<file path="src/rtl/cpu_dmem_bridge_pkg.sv">
// rtl/cpu_dmem_bridge_pkg.sv - shared region, FSM and read-select encodings for the data-memory bridge
package cpu_dmem_bridge_pkg;

    localparam int unsigned    RAM_AW_DEFAULT   = 12;
    localparam logic [3:0]     PER_BASE_DEFAULT = 4'hF;
    localparam int unsigned    TIMEOUT_DEFAULT  = 255;

    typedef enum logic [1:0] {
        REG_NONE = 2'd0,
        REG_RAM  = 2'd1,
        REG_PER  = 2'd2
    } region_t;

    typedef enum logic [1:0] {
        ST_IDLE = 2'd0,
        ST_WAIT = 2'd1,
        ST_DONE = 2'd2
    } state_t;

    typedef enum logic {
        RSEL_ZERO = 1'b0,
        RSEL_RAM  = 1'b1
    } rsel_t;

endpackage

</file>
<file path="src/rtl/dmem_addr_decode.sv">
// rtl/dmem_addr_decode.sv - combinational region decode of the CPU data address
module dmem_addr_decode
    import cpu_dmem_bridge_pkg::*;
#(
    parameter int unsigned RAM_AW   = RAM_AW_DEFAULT,
    parameter logic [3:0]  PER_BASE = PER_BASE_DEFAULT
) (
    input  logic [31:RAM_AW+2] addr_hi,
    output region_t            region
);

    // RAM wins if both ever matched, which only happens with PER_BASE == 0
    always_comb begin
        if (addr_hi == '0) begin
            region = REG_RAM;
        end else if (addr_hi[31:28] == PER_BASE) begin
            region = REG_PER;
        end else begin
            region = REG_NONE;
        end
    end

endmodule

</file>
<file path="src/rtl/cpu_dmem_bridge.sv">
// rtl/cpu_dmem_bridge.sv - CPU data port bridge to block RAM and a stalling peripheral bus
module cpu_dmem_bridge
    import cpu_dmem_bridge_pkg::*;
#(
    parameter int unsigned RAM_AW   = RAM_AW_DEFAULT,
    parameter logic [3:0]  PER_BASE = PER_BASE_DEFAULT,
    parameter int unsigned TIMEOUT  = TIMEOUT_DEFAULT
) (
    input  logic              clock,
    input  logic              reset,
    input  logic [31:0]       cpu_addr,
    input  logic              cpu_ren,
    input  logic              cpu_wen,
    input  logic [31:0]       cpu_wdata,
    input  logic [3:0]        cpu_be,
    output logic [31:0]       cpu_rdata,
    output logic              cpu_ready,
    output logic              ram_en,
    output logic [3:0]        ram_we,
    output logic [RAM_AW-1:0] ram_addr,
    output logic [31:0]       ram_wdata,
    input  logic [31:0]       ram_rdata,
    output logic              per_valid,
    output logic              per_we,
    output logic [3:0]        per_be,
    output logic [27:0]       per_addr,
    output logic [31:0]       per_wdata,
    input  logic [31:0]       per_rdata,
    input  logic              per_ready,
    output logic              bus_err
);

    localparam logic [7:0] TIMEOUT_CNT = 8'(TIMEOUT);

    region_t     region;
    state_t      state;
    state_t      state_next;
    rsel_t       rsel;
    rsel_t       rsel_next;
    logic [7:0]  cnt;
    logic [7:0]  cnt_inc;
    logic [31:0] rd_hold;
    logic        req;
    logic        per_start;
    logic        timeout_hit;

    dmem_addr_decode #(
        .RAM_AW   (RAM_AW),
        .PER_BASE (PER_BASE)
    ) u_decode (
        .addr_hi (cpu_addr[31:RAM_AW+2]),
        .region  (region)
    );

    assign req       = cpu_ren | cpu_wen;
    assign per_start = (state == ST_IDLE) && req && (region == REG_PER);
    assign cnt_inc   = cnt + 8'd1;

    assign ram_en    = req && (region == REG_RAM);
    assign ram_we    = (ram_en && cpu_wen) ? cpu_be : 4'b0000;
    assign ram_addr  = ram_en ? cpu_addr[RAM_AW+1:2] : '0;
    assign ram_wdata = ram_en ? cpu_wdata : 32'h0;

    // A combined read+write is treated as a write, so it never selects RAM read data
    assign rsel_next = ((state == ST_IDLE) && ram_en && cpu_ren && !cpu_wen) ? RSEL_RAM : RSEL_ZERO;

    assign cpu_rdata = (state == ST_DONE)   ? rd_hold   :
                       (rsel == RSEL_RAM)   ? ram_rdata : 32'h0;

    always_comb begin
        state_next  = state;
        cpu_ready   = 1'b0;
        timeout_hit = 1'b0;
        case (state)
            ST_IDLE: begin
                cpu_ready = !per_start;
                if (per_start) begin
                    state_next = ST_WAIT;
                end
            end
            ST_WAIT: begin
                if (per_ready) begin
                    state_next = ST_DONE;
                end else if (cnt_inc == TIMEOUT_CNT) begin
                    state_next  = ST_DONE;
                    timeout_hit = 1'b1;
                end
            end
            ST_DONE: begin
                cpu_ready  = 1'b1;
                state_next = ST_IDLE;
            end
            default: begin
                state_next = ST_IDLE;
            end
        endcase
    end

    always_ff @(posedge clock or negedge reset) begin
        if (!reset) begin
            state     <= ST_IDLE;
            rsel      <= RSEL_ZERO;
            cnt       <= 8'd0;
            rd_hold   <= 32'h0;
            per_valid <= 1'b0;
            per_we    <= 1'b0;
            per_be    <= 4'b0000;
            per_addr  <= 28'h0;
            per_wdata <= 32'h0;
            bus_err   <= 1'b0;
        end else begin
            state <= state_next;
            rsel  <= rsel_next;

            if (per_start) begin
                per_valid <= 1'b1;
                per_we    <= cpu_wen;
                per_be    <= cpu_be;
                per_addr  <= cpu_addr[27:0];
                per_wdata <= cpu_wdata;
                cnt       <= 8'd0;
            end

            // Handshake takes priority over a timeout landing on the same cycle
            if (state == ST_WAIT) begin
                if (per_ready) begin
                    per_valid <= 1'b0;
                    rd_hold   <= per_we ? 32'h0 : per_rdata;
                end else if (timeout_hit) begin
                    per_valid <= 1'b0;
                    rd_hold   <= 32'h0;
                    bus_err   <= 1'b1;
                end else begin
                    cnt <= cnt_inc;
                end
            end

            if ((state == ST_IDLE) && req && ((region == REG_NONE) || (cpu_ren && cpu_wen))) begin
                bus_err <= 1'b1;
            end
        end
    end

endmodule

</file>
<file path="config.mk">
export PLATFORM = sky130hd
export DESIGN_NAME = cpu_dmem_bridge
export DESIGN_NICKNAME = d
export VERILOG_FILES = /design/src/rtl/cpu_dmem_bridge_pkg.sv /design/src/rtl/dmem_addr_decode.sv /design/src/rtl/cpu_dmem_bridge.sv
export SDC_FILE = /design/constraint.sdc
export NUM_CORES = 1
export LEC_CHECK = 0
export ABC_AREA = 0
export BUFFER_PORTS_ARGS = -buffer_cell sky130_fd_sc_hd__buf_2
export CAP_MARGIN = 10
export CORE_ASPECT_RATIO = 0.6
export CORE_MARGIN = 10
export CORE_UTILIZATION = 45
export DETAILED_ROUTE_END_ITERATION = 8
export PLACE_DENSITY = 0.79
export SYNTH_ARGS = -nofsm -noshare
export SYNTH_HDL_FRONTEND = slang
export SYNTH_HIERARCHICAL = 1
export SYNTH_SLANG_ARGS = --single-unit
</file>
<file path="constraint.sdc">
create_clock -name clock -period 3 [get_ports clock]
set_input_delay 0.15 -clock clock [delete_from_list [all_inputs] [get_ports clock]]
set_output_delay 0.15 -clock clock [all_outputs]
set_load 0.01 [all_outputs]
</file>
==> impl_metrics.prom, run 1 <==
# TYPE chip_impl_metric gauge
chip_impl_metric{name="wire_length_of_the_first_global_routing_pass",unit="µm"} 27500
chip_impl_metric{name="dieWidth",unit="µm"} 158
chip_impl_metric{name="detail_route.iter0.violations",unit=""} 330
chip_impl_metric{name="vias_in_the_first_global_route",unit=""} 5232
chip_impl_info{name="tritoncts",value="done"} 1
chip_impl_metric{name="syn_area_per_cell",unit="µm²"} 8.65
chip_impl_metric{name="final.setup_skew",unit="ns"} 0.00817
chip_impl_metric{name="yosys.cell_types.count",unit=""} 43
chip_impl_metric{name="global_route.usage.total",unit="%"} 21.3
chip_impl_metric{name="n_antenna_cell",unit=""} 0
chip_impl_metric{name="clk_path_buf_depth",unit=""} 2
chip_impl_info{name="ctsRootBufferMaster",value="clkbuf_16"} 1
chip_impl_metric{name="clock.fmax",unit="MHz"} 403
chip_impl_metric{name="leakagePower",unit="nW"} 4.19
chip_impl_metric{name="total_power",unit="mW"} 4.04
chip_impl_metric{name="effective_utilization_at_floorplan",unit="%"} 45.9
chip_impl_info{name="hp-start",value="cpu_wdata[18]"} 1
chip_impl_metric{name="critical_path_arrival",unit="ns"} 2.33
chip_impl_info{name="post_synth_main_area_contributors",value="dfrtp_1 53%, nand2_1 19%, and2_1 5.4%"} 1
chip_impl_info{name="most_frequent_cells_in_the_layout",value="284 x buf_2, 264 x nand2_1, 110 x dfrtp_1"} 1
chip_impl_metric{name="nets",unit=""} 1022
chip_impl_metric{name="floorplan.die_area",unit="µm²"} 16300
chip_impl_metric{name="cts_htree_levels",unit=""} 3
chip_impl_info{name="synth_area_leader_cell",value="dfrtp_1"} 1
chip_impl_metric{name="post_route_fraction_of_the_period_consumed_by_the_critical_path",unit="%"} 82.7
chip_impl_metric{name="synth_simple_gate_area_share",unit="%"} 33.4
chip_impl_metric{name="synth_mux_area_share",unit="%"} 0.193
chip_impl_info{name="rsz0062_at_grt",value="no"} 1
chip_impl_metric{name="synth.yosys.warnings",unit=""} 6
chip_impl_info{name="synth_top_family_by_area",value="simple AND/OR/NAND/NOR gates"} 1
chip_impl_metric{name="cp_data_required_time",unit="ns"} 2.85
chip_impl_metric{name="cts.sink_count",unit=""} 110
chip_impl_metric{name="tightestPinTransition",unit="ns"} 1.03
chip_impl_metric{name="cts_resized",unit=""} 0
chip_impl_metric{name="worst_skew_pair.late_latency",unit="ns"} 0.35
chip_impl_info{name="worst_path_max_delay_cell",value="or4_1"} 1
chip_impl_metric{name="fin_setup_tns",unit="ns"} 0
chip_impl_metric{name="min_period",unit="ns"} 2.48
chip_impl_metric{name="portBuffers",unit=""} 285
chip_impl_metric{name="hold_viol_final",unit=""} 0
chip_impl_metric{name="pin_count",unit=""} 286
chip_impl_metric{name="setup_slack",unit="ns"} 0.519
chip_impl_metric{name="cellPowerDensity",unit="nW/µm²"} 563
chip_impl_metric{name="netlist_area",unit="µm²"} 5170
chip_impl_info{name="most_common_cell_type_on_the_critical_path",value="buf_2"} 1
chip_impl_metric{name="cts.reportedPaths.clkPinSlew",unit="ns"} 0.07
chip_impl_metric{name="irDropWorstVdd",unit="V"} 0.000309
chip_impl_info{name="cell_chain_of_the_critical_path",value="buf_2 > or4_1 > nor4_2 > nor2b_1 > nor2b_2 > buf_4 > and2_1 > buf_2"} 1
chip_impl_metric{name="routabilityCongestion",unit=""} 0.867
chip_impl_info{name="layout_commonest_cell",value="buf_2"} 1
chip_impl_metric{name="synth_compound_gate_area_share",unit="%"} 8.80
chip_impl_metric{name="worst_path_bufs_invs",unit=""} 3
chip_impl_metric{name="via_total_after_detailed_routing",unit=""} 5190
chip_impl_metric{name="layout-drive-gt1-share",unit="%"} 36.6
chip_impl_info{name="worst_setup_path_start",value="cpu_addr[19]"} 1
chip_impl_metric{name="antenna_found_initial",unit=""} 0
chip_impl_info{name="worst_setup_path_end_kind",value="primary output"} 1
chip_impl_metric{name="die_h",unit="µm"} 103
chip_impl_metric{name="grt_start_max_net_pins",unit=""} 77
chip_impl_metric{name="coreArea",unit="µm²"} 11300
chip_impl_metric{name="synthXorXnorAreaFrac",unit="%"} 0.339
chip_impl_info{name="cpLargestDelayFamily",value="simple AND/OR/NAND/NOR gates"} 1
chip_impl_metric{name="number_of_flops_mapped_to_enable_cells_by_yosys",unit=""} 0
chip_impl_info{name="run_status",value="finished clean"} 1
chip_impl_info{name="yosys_most_used_dff",value="dfrtp_1"} 1
chip_impl_metric{name="finalCoreUtilization",unit="%"} 63.7
chip_impl_metric{name="route.final.wire_length",unit="µm"} 18200
chip_impl_info{name="timing_worst_setup_path_type",value="in2out"} 1
chip_impl_metric{name="wl_per_cell",unit="µm"} 17.6
chip_impl_metric{name="layoutNonFillerInstCount",unit=""} 1031
chip_impl_metric{name="max-slew-margin-rel",unit="%"} 31.4
chip_impl_metric{name="maxCapViolCount",unit=""} 0
chip_impl_info{name="hold_class",value="in2reg"} 1
chip_impl_metric{name="synth_async_sr_flop_share",unit="%"} 100
chip_impl_metric{name="critical_path_peak_fanout",unit=""} 28
chip_impl_metric{name="max_stage_delay_on_crit_path",unit="ns"} 0.56
chip_impl_info{name="start_kind",value="input pin"} 1
chip_impl_metric{name="postSynthCellCount",unit=""} 598
chip_impl_metric{name="grt_remaining_overflow",unit=""} 0
chip_impl_metric{name="placed_cells",unit=""} 1002
chip_impl_metric{name="timing.final.max_slew_violations",unit=""} 0
chip_impl_info{name="worst_r2r_startpoint",value="cnt[1]"} 1
chip_impl_metric{name="syn_nets",unit=""} 737
chip_impl_metric{name="dpl_worst_slack",unit="ns"} 0.555
chip_impl_metric{name="synthDominantCellAreaShare",unit="%"} 53.2
chip_impl_metric{name="synth-seq-area-share",unit="%"} 53.2
chip_impl_metric{name="first_drt_pass_iteration_count",unit=""} 5
chip_impl_metric{name="num_rows",unit=""} 30
chip_impl_metric{name="post_synth_fa_ha_maj_area_fraction",unit="%"} 0.677
chip_impl_metric{name="yosys_register_bits",unit=""} 110
chip_impl_metric{name="vias_per_instance",unit=""} 5.03
chip_impl_metric{name="nFillCells",unit=""} 972
chip_impl_metric{name="setup_viol",unit=""} 0
chip_impl_metric{name="hpwl",unit="µm"} 13800
chip_impl_metric{name="area_delta_synth_final",unit="%"} 38.6
chip_impl_metric{name="drt_drc_violations_left",unit=""} 0
chip_impl_metric{name="cts_buf_count",unit=""} 9
chip_impl_metric{name="ant_nets",unit=""} 0
## worst reg2reg max path, stage by stage, from the launching register on
cell and delay, ns:
dfrtp_1 0.45, ha_1 0.28, nand2b_1 0.19, o21ai_0 0.16
a21oi_1 0.16, nor4_4 0.44, o21ai_4 0.21, buf_12 0.21
a22o_1 0.23
## per-stage QoR
stage	area (µm²)	hold slack [ns]
floorplan	5170	-0.146
global placement	6760	0.347
detailed placement	6760	0.355
CTS	7170	0.000477
global route	7170	0.00376
finish	7170	0.00698
## routing by layer
layer	wire [µm]	vias up	global-route usage, %
met5	0	-	0
met4	250	0	5.10
met3	1990	23	9.79
met2	8620	215	34.5
met1	7340	2438	25.5
li1	-	2514	-
## flip-flops by register name, indices dropped and copies added, names as in the netlist, 2 cells and up
name and cells:
state 2, per_addr 28, per_be 4, rd_hold 32, cnt 8, per_wdata 32
## cell families (layout without fill, tap and decap cells)
kind of cell | count (synthesis) | in the layout
AO/OA/AOI/OAI | 57 | 57
AND/OR/NAND/NOR | 386 | 386
multiplexers | 1 | 1
buffers and inverters | 39 | 328
adder cells (fa/ha/maj) | 3 | 3
flip-flops | 110 | 110
XOR/XNOR | 2 | 2
## Yosys cell counts (3+ instances only)
library cell / instances
nand2_1: 264
dfrtp_1: 110
and2_1: 45
nand3_1: 37
a22o_1: 32
clkbuf_1: 29
a21oi_1: 7
nor2_1: 6
o21ai_0: 6
and3_1: 5
nand2b_1: 5
nor2b_1: 5
buf_2: 3
buf_6: 3
inv_1: 3
nor4_1: 3
o21ai_1: 3
or3_1: 3
## power by group
group | internal (mW) | switching (mW) | leakage (nW)
Clock | 0.567 | 0.553 | 0.132
Combinational | 0.417 | 0.476 | 2.66
Sequential | 1.81 | 0.211 | 1.40
Total | 2.80 | 1.24 | 4.19
## path summary, 6_finish.rpt
check	end	slack [ns]	cells past startpoint
max	ram_wdata[9]	0.52	8
min	per_wdata[18]	0.007	3
max reg2reg	rd_hold[5]	0.57	8
min reg2reg	per_wdata[15]	0.47	2
max in group asynchronous	per_wdata[20]	1.67	3
min in group asynchronous	rd_hold[27]	0.51	2
## final cells by class
type                    count  area [µm²]  share of cell area [%]
clock buffers               9         225                    3.14
clock inverters             6        47.5                   0.663
inverters                   3        11.3                   0.157
multi-input cells         449        2280                    31.8
flip-flops and latches    110        2750                    38.4
well taps                 144         180                    2.51
repair buffers            310        1680                    23.4
## timing repair
item	4_1_cts	5_1_grt
hold endpoints to repair	58	0
hold buffers	14	0
buffers inserted	0	0
Power figures use the tool's default switching activity.
==> run 2, diff against run 1 <==
Clock period 3 ns to 2.4 ns, I/O delays scaled along.
==> impl_metrics.prom, run 2 (synthesis gave the netlist of run 1 again) <==
# TYPE chip_impl_metric gauge
chip_impl_metric{name="setup_viol",unit=""} 0
chip_impl_metric{name="area_delta_synth_final",unit="%"} 51.0
chip_impl_metric{name="detail_route.iter0.violations",unit=""} 330
chip_impl_metric{name="cp_data_required_time",unit="ns"} 2.28
chip_impl_info{name="reg2reg_to",value="rd_hold[2]"} 1
chip_impl_metric{name="first_drt_pass_iteration_count",unit=""} 4
chip_impl_metric{name="irDropWorstVdd",unit="V"} 0.000447
chip_impl_metric{name="min_period",unit="ns"} 2.23
chip_impl_metric{name="hpwl",unit="µm"} 13500
chip_impl_info{name="tritoncts",value="done"} 1
chip_impl_info{name="worst_setup_path_endpoint",value="ram_wdata[26]"} 1
chip_impl_metric{name="placed_area",unit="µm²"} 6780
chip_impl_info{name="worst_r2r_startpoint",value="cnt[0]"} 1
chip_impl_metric{name="floorplan.die_area",unit="µm²"} 16300
chip_impl_info{name="worst_setup_path_end_kind",value="primary output"} 1
chip_impl_metric{name="cts.sink_count",unit=""} 110
chip_impl_info{name="ctsRootBufferMaster",value="clkbuf_16"} 1
chip_impl_metric{name="grt_start_max_net_pins",unit=""} 61
chip_impl_metric{name="antenna_found_initial",unit=""} 1
chip_impl_info{name="worst_setup_path_start",value="cpu_addr[19]"} 1
chip_impl_metric{name="leakagePower",unit="nW"} 4.46
chip_impl_metric{name="cts_buf_count",unit=""} 9
chip_impl_info{name="hold_class",value="in2reg"} 1
chip_impl_metric{name="nets",unit=""} 1083
chip_impl_metric{name="final_design_area_no_fill",unit="µm²"} 7810
chip_impl_metric{name="max-slew-margin-rel",unit="%"} 49.0
chip_impl_metric{name="routabilityCongestion",unit=""} 0.877
chip_impl_metric{name="via_total_after_detailed_routing",unit=""} 5481
chip_impl_info{name="timing_worst_setup_path_type",value="in2out"} 1
chip_impl_metric{name="vias_in_the_first_global_route",unit=""} 5499
chip_impl_metric{name="num_rows",unit=""} 30
chip_impl_info{name="most_frequent_cells_in_the_layout",value="284 x buf_2, 264 x nand2_1, 109 x dfrtp_1"} 1
chip_impl_metric{name="hold_viol_final",unit=""} 0
chip_impl_metric{name="wire_length_of_the_first_global_routing_pass",unit="µm"} 28900
chip_impl_info{name="largestRegisters",value="per_wdata (32), rd_hold (32), per_addr (28)"} 1
chip_impl_metric{name="critical_path_peak_fanout",unit=""} 30
chip_impl_metric{name="final.setup_skew",unit="ns"} 0.00860
chip_impl_metric{name="coreArea",unit="µm²"} 11300
chip_impl_metric{name="wl_per_cell",unit="µm"} 17.5
chip_impl_metric{name="dieWidth",unit="µm"} 158
chip_impl_metric{name="effective_utilization_at_floorplan",unit="%"} 45.9
chip_impl_metric{name="layout-drive-gt1-share",unit="%"} 35.5
chip_impl_metric{name="global_route.usage.total",unit="%"} 22.2
chip_impl_metric{name="fin_setup_tns",unit="ns"} 0
chip_impl_metric{name="portBuffers",unit=""} 285
chip_impl_info{name="start_kind",value="input pin"} 1
chip_impl_metric{name="post_route_fraction_of_the_period_consumed_by_the_critical_path",unit="%"} 93.0
chip_impl_metric{name="pin_count",unit=""} 286
chip_impl_info{name="rsz0062_at_grt",value="no"} 1
chip_impl_metric{name="cts.reportedPaths.clkPinSlew",unit="ns"} 0.07
chip_impl_metric{name="vias_per_instance",unit=""} 5.01
chip_impl_metric{name="grt_remaining_overflow",unit=""} 0
chip_impl_metric{name="route.final.wire_length",unit="µm"} 19200
chip_impl_info{name="layout_commonest_cell",value="buf_2"} 1
chip_impl_metric{name="multiInputGateArea",unit="µm²"} 2300
chip_impl_metric{name="tightestPinTransition",unit="ns"} 0.755
chip_impl_metric{name="total_power",unit="mW"} 5.15
chip_impl_metric{name="clock.fmax",unit="MHz"} 448
chip_impl_metric{name="worst_skew_pair.late_latency",unit="ns"} 0.34
chip_impl_metric{name="die_h",unit="µm"} 103
chip_impl_metric{name="critical_path_arrival",unit="ns"} 2.11
chip_impl_metric{name="nFillCells",unit=""} 865
chip_impl_metric{name="drt_drc_violations_left",unit=""} 0
chip_impl_metric{name="worst-r2r-setup-slack",unit="ns"} 0.17
chip_impl_metric{name="regArea",unit="µm²"} 2750
chip_impl_metric{name="maxCapViolCount",unit=""} 0
chip_impl_metric{name="worst_r2r_path_cells",unit=""} 9
chip_impl_metric{name="cts_htree_levels",unit=""} 3
chip_impl_metric{name="clk_path_buf_depth",unit=""} 2
chip_impl_metric{name="timing.final.max_slew_violations",unit=""} 0
chip_impl_metric{name="cellPowerDensity",unit="nW/µm²"} 660
chip_impl_info{name="run_status",value="finished clean"} 1
chip_impl_metric{name="ant_nets",unit=""} 0
run 2: critical path: stages:
cell and delay, ns:
buf_2 0.11, or4_1 0.57, nor4_2 0.37, nor2b_1 0.21, nor2b_2 0.20, buf_6 0.22
and2_1 0.16, buf_2 0.14
run 2: area by class of cell:
cell class | instances | area share (%)
Antenna cell | 1 | 0.0320
Inverter | 3 | 0.144
Tap cell | 144 | 2.31
Clock inverter | 6 | 0.625
Sequential cell | 110 | 35.3
Clock buffer | 10 | 2.93
Timing Repair Buffer | 370 | 29.3
Multi-Input combinational cell | 450 | 29.4
run 2: per-layer routing:
metal  part of all wire (%)  routed length (µm)  GRT usage, %
met1                     39                7560          26.5
met2                     48                9150          37.0
met3                     12                2210          9.71
met4                    1.3                 258          3.83
met5                      0                   0             0
run 2: worst min-delay path by stage:
stage                        from     endpoint  slack, ns  cells after the start
floorplan                   reset      bus_err      -0.18                      0
global placement            reset  rd_hold[27]       0.25                      1
detailed placement          reset  rd_hold[31]       0.25                      1
CTS                 per_rdata[30]  rd_hold[30]     0.0002                      2
global route        per_rdata[17]  rd_hold[17]      0.005                      2
finish              per_rdata[17]  rd_hold[17]       0.01                      2
run 2: report_power, final:
part,internal (mW),total [mW],switching (mW)
registers,2.27,2.53,0.263
clock network,0.723,1.41,0.690
logic,0.583,1.21,0.625
total,3.57,5.15,1.58
run 2: repair_timing:
item                                    CTS  global route
endpoints found under the setup margin   33            54
hold buffers                             62             4
gates cloned                              1             0
buffers inserted                          3             2
endpoints found under the hold margin   119             4
pin swaps                                 2             2
gates resized for setup                   1             5
run 2: stage by stage:
| stage | instances | utilization, % | setup slack, ns | hold slack (ns) |
|---|---|---|---|---|
| CTS | 1087 | 68.5 | 0.0604 | 0.000243 |
| detailed placement | 1005 | 60.2 | -0.0279 | 0.250 |
| finish | 1094 | 69.4 | 0.167 | 0.0131 |
| floorplan | 598 | - | 0.258 | -0.176 |
| global placement | 1005 | 60.2 | 0.0380 | 0.246 |
| global route | 1094 | 69.4 | 0.0182 | 0.00535 |
